File: src/rtl/cdc_pkg.sv
// Purpose: shared definitions for the two-phase toggle request/ack bus synchronizer.
// Latency: n/a (definitions only).
// Backpressure: n/a (definitions only).
//
// Holds the receive-FSM state encodings and the default bus/counter widths.
// The source-side sender uses the same widths, so both ends of the crossing agree.
package cdc_pkg;

    // Receive FSM state encodings.
    // IDLE means no word is held. VALID means dout holds an unconsumed word.
    localparam logic ST_IDLE  = 1'b0;
    localparam logic ST_VALID = 1'b1;

    // Default widths shared by the sender and the receiver.
    localparam int DEFAULT_BUS_WIDTH = 8;
    localparam int DEFAULT_CNT_WIDTH = 8;

endpackage : cdc_pkg

File: src/rtl/toggle_edge_detect.sv
// Purpose: turns a level-toggle signal into a single-cycle pulse on each change.
// Latency: the pulse is combinational in the cycle the toggle is first seen, relative to the held copy.
// Backpressure: none; every toggle produces exactly one pulse.
//
// Ports:
//   clk       in   single clock, all logic on posedge
//   rst       in   synchronous, active-high; clears the held copy to 0
//   toggle_i  in   toggle input (already synchronized into clk's domain)
//   prev_o    out  registered copy of toggle_i from the previous cycle
//   pulse_o   out  high for one cycle whenever toggle_i differs from prev_o
//
// The held copy resets to 0. A toggle input that is already 1 right after
// reset therefore counts as an edge. This is intentional: it matches a source
// that toggled once immediately after the shared reset.
module toggle_edge_detect (
    input  logic clk,
    input  logic rst,
    input  logic toggle_i,
    output logic prev_o,
    output logic pulse_o
);

    logic prev_q;

    always_ff @(posedge clk) begin
        if (rst) begin
            prev_q <= 1'b0;
        end else begin
            prev_q <= toggle_i;
        end
    end

    assign prev_o  = prev_q;
    assign pulse_o = toggle_i ^ prev_q;

endmodule : toggle_edge_detect

File: src/rtl/handshake_sync_receiver.sv
// Purpose: destination-side receive stage of a two-phase toggle req/ack bus synchronizer.
// Latency: word appears on dout/dout_valid one cycle after the req edge; ack toggles one cycle after acceptance.
// Backpressure: dout_ready low holds the word and withholds the ack; req edges while holding are dropped and flagged.
//
// Ports:
//   clk           in   destination-domain clock
//   rst           in   synchronous, active-high reset
//   req_sync      in   request toggle, already through the multi-flop synchronizer
//   async_data    in   source data bus; held stable by the source until it sees our ack
//   dout          out  captured word
//   dout_valid    out  dout holds an unconsumed word
//   dout_ready    in   consumer accepts dout when high together with dout_valid
//   ack_toggle    out  acknowledge toggle back to the source domain
//   protocol_err  out  sticky; a req edge arrived while a word was outstanding
//   xfer_cnt      out  accepted words, modulo 2^CNT_WIDTH
//
// All outputs come straight from flops. No input reaches an output in the same cycle.
module handshake_sync_receiver
    import cdc_pkg::*;
#(
    parameter int BUS_WIDTH = DEFAULT_BUS_WIDTH,
    parameter int CNT_WIDTH = DEFAULT_CNT_WIDTH
) (
    input  logic                 clk,
    input  logic                 rst,
    input  logic                 req_sync,
    input  logic [BUS_WIDTH-1:0] async_data,
    output logic [BUS_WIDTH-1:0] dout,
    output logic                 dout_valid,
    input  logic                 dout_ready,
    output logic                 ack_toggle,
    output logic                 protocol_err,
    output logic [CNT_WIDTH-1:0] xfer_cnt
);

    // ------------------------------------------------------------------
    // Request edge detection
    // ------------------------------------------------------------------
    logic req_prev;
    logic req_edge;

    toggle_edge_detect u_req_edge (
        .clk      (clk),
        .rst      (rst),
        .toggle_i (req_sync),
        .prev_o   (req_prev),
        .pulse_o  (req_edge)
    );

    // ------------------------------------------------------------------
    // State and datapath registers
    // ------------------------------------------------------------------
    logic                 state_q,  state_d;
    logic [BUS_WIDTH-1:0] dout_q,   dout_d;
    logic                 ack_q,    ack_d;
    logic                 err_q,    err_d;
    logic [CNT_WIDTH-1:0] cnt_q,    cnt_d;

    logic accept;
    assign accept = (state_q == ST_VALID) && dout_ready;

    // Process 1: state register. The datapath registers share its reset.
    always_ff @(posedge clk) begin
        if (rst) begin
            state_q <= ST_IDLE;
            dout_q  <= '0;
            ack_q   <= 1'b0;
            err_q   <= 1'b0;
            cnt_q   <= '0;
        end else begin
            state_q <= state_d;
            dout_q  <= dout_d;
            ack_q   <= ack_d;
            err_q   <= err_d;
            cnt_q   <= cnt_d;
        end
    end

    // Process 2: next-state and datapath update.
    always_comb begin
        state_d = state_q;
        dout_d  = dout_q;
        ack_d   = ack_q;
        err_d   = err_q;
        cnt_d   = cnt_q;

        unique case (state_q)
            ST_IDLE: begin
                // async_data is only looked at here. The source guarantees
                // it is stable from its toggle until it sees our ack.
                if (req_edge) begin
                    dout_d  = async_data;
                    state_d = ST_VALID;
                end
            end
            ST_VALID: begin
                // An edge while holding a word is a source protocol error.
                // The new word is dropped and gets no ack. Acceptance still
                // proceeds normally, even when it happens in the same cycle.
                if (req_edge) begin
                    err_d = 1'b1;
                end
                if (accept) begin
                    state_d = ST_IDLE;
                    ack_d   = ~ack_q;
                    cnt_d   = cnt_q + 1'b1;
                end
            end
            default: begin
                state_d = ST_IDLE;
            end
        endcase
    end

    // Process 3: outputs. Every output is a flop or decoded from the state flop.
    always_comb begin
        dout_valid   = (state_q == ST_VALID);
        dout         = dout_q;
        ack_toggle   = ack_q;
        protocol_err = err_q;
        xfer_cnt     = cnt_q;
    end

endmodule : handshake_sync_receiver

File: config.mk
export PLATFORM = sky130hd
export DESIGN_NAME = handshake_sync_receiver
export DESIGN_NICKNAME = d
export VERILOG_FILES = /design/src/rtl/cdc_pkg.sv /design/src/rtl/toggle_edge_detect.sv /design/src/rtl/handshake_sync_receiver.sv
export SDC_FILE = /design/constraint.sdc
export NUM_CORES = 1
export LEC_CHECK = 0
export ABC_AREA = 1
export CORE_UTILIZATION = 45
export DETAILED_ROUTE_END_ITERATION = 8
export MAX_ROUTING_LAYER = met4
export PLACE_DENSITY = 0.86
export SETUP_SLACK_MARGIN = 0.15
export SKIP_LAST_GASP = 1
export SYNTH_ARGS = -nofsm -noshare
export SYNTH_HDL_FRONTEND = slang
export SYNTH_SLANG_ARGS = --single-unit
File: constraint.sdc
create_clock -name clk -period 2.4 [get_ports clk]
set_clock_uncertainty 0.2 [all_clocks]
set_input_delay 0.36 -clock clk [delete_from_list [all_inputs] [get_ports clk]]
set_output_delay 0.36 -clock clk [all_outputs]
set_load 0.005 [all_outputs]
==> key figures <==
Timing
  – Worst hold margin: around 250 ps
  – RSZ-0062 raised after global routing: false
  – Post-route worst setup slack: 535 ps
  – Slew Limit Fails: 0
  – Slew Limit Headroom: 0.791
  – Setup_tns: 0 ps
  – Final period utilization: 0.777
  – Final Critical Period: ~1900 ps
  – Final Hold Fails: 0
  – Worst-margin pin slew: approximately 310 ps
  – FMAX: 0.536 GHz
  – Endpoints failing setup: 0

Route
  – Vias per inst: approximately 4.9
  – Routed WL: roughly 1800 µm
  – Drt first-iter violations: 9
  – WL/cell: 10.7 µm
  – Via count: slightly above 800
  – Routed Antenna Nets: 0
  – Remaining DRCs: 0
  – Pre-antenna DRT Iters: 4

Layout
  – Layout cells sized above 1: 0.0857
  – Area growth syn-to-layout: 44.2%
  – Layout net count: ~150
  – Post-layout util: 0.695
  – Final Cell Area: 0.00121 mm²
  – N_diodes: 0

Synth
  – Proportion of netlist area held by the largest area contributor: 0.476
  – Cell Area, Synth: between 800 and 900 µm²
  – Synth Area per Inst: between 7 and 8 µm²
  – EDFF count, synth: 0
  – Top-count cell post-synth: nand2_1
  – Syn Nets: 119
  – Cell accounting for the most synthesized area: dfxtp_1
  – Ys async rst share: 0
  – Ys Warns: 0
  – Top post-synthesis cells by area: dfxtp_1, nand2_1, a21oi_1
  – Post-synthesis cell count: ~110
  – Synthesized flop and latch total: 20
  – Post-synth top cells: nand2_1, dfxtp_1, a21oi_1
  – Sequential-to-total area share from yosys stat: 0.476
  – Primary FF master, synth: dfxtp_1
  – Netlist cell types: 18

Floorplanning
  – Die area: ~0.0020 mm²
  – Area of the core: about 0.0017 mm²
  – Initial Utilization: 0.482
  – Row count: 15
  – Die Width: between 40 and 50 µm
  – Die Ht: about 45 µm
  – I/O pin cnt: 31

CTS
  – Post-CTS resize count: 0
  – Clock transition at the registers of the reported paths: between 100 and 150 ps
  – Clock sink count: 20
  – Clock H-tree levels: 1
  – Max clock buf depth: 2
  – TritonCTS buffer count: 3
  – Clk_lat worst skew: approximately 290 ps
  – Clock tree from TritonCTS: done
  – Hold_buf cts: 0
  – Root buffer cell: clkbuf_4
  – Setup repair bufs after CTS: 0

Setup path
  – Worst R2R Start: xfer_cnt[0]
  – Slowest CP cell: clkdlybuf4s50_1
  – CP Cell Sequence: clkdlybuf4s50_1
  – CP max FO: 5
  – RR Endpoint: xfer_cnt[6]
  – Worst-case reg-to-reg path depth: 7
  – Reg2Reg Setup Slack: roughly 1100 ps
  – Crit path max-delay family: buffers and inverters
  – Crit path DAT: around 1300 ps
  – Worst setup SP type: flop
  – Critical Path End Type: output port
  – Worst Path Required: about 1800 ps
  – CP Launch Point: dout_valid
  – Crit path buffers/inverters: 1
  – Largest stage delay on the critical path: between 500 and 600 ps
  – Crit Path Class: flop to output port

Global routing
  – GRT Total Usage: 0.203
  – Initial antenna violation count: 0
  – Vias in the first global route: around 720
  – GRT overflow: 0
  – Largest net degree at the start of global routing: 12
  – First-pass GRT wire length: about 3000 µm

Placement
  – Port bufs: 30
  – Post-DP HPWL: ~1400 µm
  – Final GP Congestion: 0.816
  – Post-Place Cell Area: 0.00118 mm²
  – Post-place setup slack: roughly 620 ps

Min path
  – Worst hold endpoint: protocol_err
  – Min-delay src: protocol_err
  – Hold Path Class: flop to flop
  – WHS Path Cells: 2

Outcome
  – Status: finished, final reports clean

Power and ir drop
  – PwrDens: between 500 and 600 mW/mm²
  – Static Leakage: around 0.51 nW
  – Worst VDD drop: slightly below 0.4 mV

Flow run
  – Max Cap Violations: 0
## metal layers
metal / GRT usage / vias up / wire length [µm]
li1: - / 422 / -
met1: 0.245 / 348 / 836
met2: 0.330 / 33 / 815
met3: 0.0400 / 2 / 107
met4: 0.0788 / 0 / 9
met5: - / - / 0
## worst max-delay path by stage
| stage | endpoint | slack, ps | depth (start not counted) |
|---|---|---|---|
| after detailed placement | dout_valid | 620 | 6 |
| after global placement | dout_valid | 660 | 6 |
| after global routing | dout_valid | 440 | 1 |
| after floorplan | xfer_cnt[6] | 1180 | 6 |
| after CTS | dout_valid | 520 | 1 |
| final | dout_valid | 540 | 1 |
## kinds of logic (layout without fill, tap and decap cells)
group                      Yosys count  in the layout  synth area share
AOI/OAI and AO/OA                   17             17             0.104
xor gates and xnor gates             2              2            0.0208
adders and majority gates            1              1            0.0149
buffers and inverters               13             47            0.0580
DFF                                 20             20             0.476
and+or+nand+nor                     53             53             0.326
## layout by cell type (no fill, tap or decap)
cell type        count
ha_1                 1
inv_1               11
clkbuf_4             3
o21a_1               1
nand4_1              9
clkbuf_8             1
nor2_8               1
nor2_4               1
nor2_1              12
dfxtp_1             20
clkdlybuf4s50_1     30
inv_2                1
nand2_2              1
nand2_4              1
nand3_2              2
o21ai_0              2
a21oi_1             14
nand3_1              5
buf_4                1
nand2_1             21
xor2_1               2
## layout make-up
cell class              instances  area [µm²]
multi-input cells              73         392
clock buffers                   4        36.3
repair buffers                 31         308
inverters                      12        45.0
well taps                      25        31.3
fillers                       147         533
flip-flops and latches         20         400
## worst min-delay path, stage by stage, from the launching register on
cell and delay [ps]:
dfxtp_1 320, inv_1 40, a21oi_1 50
## state kept, by name (all words and copies together) (netlist names)
signal             flops
dout                   8
xfer_cnt               8
ack_toggle             1
dout_valid             1
protocol_err           1
u_req_edge.prev_o      1
## power breakdown
part	total [mW]	internal [mW]	leakage, nW	switching [mW]
registers	0.362	0.349	0.164	0.0126
logic	0.108	0.0608	0.327	0.0472
clock network	0.186	0.0923	0.0210	0.0937
total	0.656	0.502	0.511	0.153
## per-stage QoR
step	power (mW)	std cells
final	0.656	165
after global routing	0.693	165
after CTS	0.664	165
after detailed placement	0.478	161
after global placement	0.474	161
after floorplan	0.415	106
Note: power is estimated with default switching activity, not from simulation.
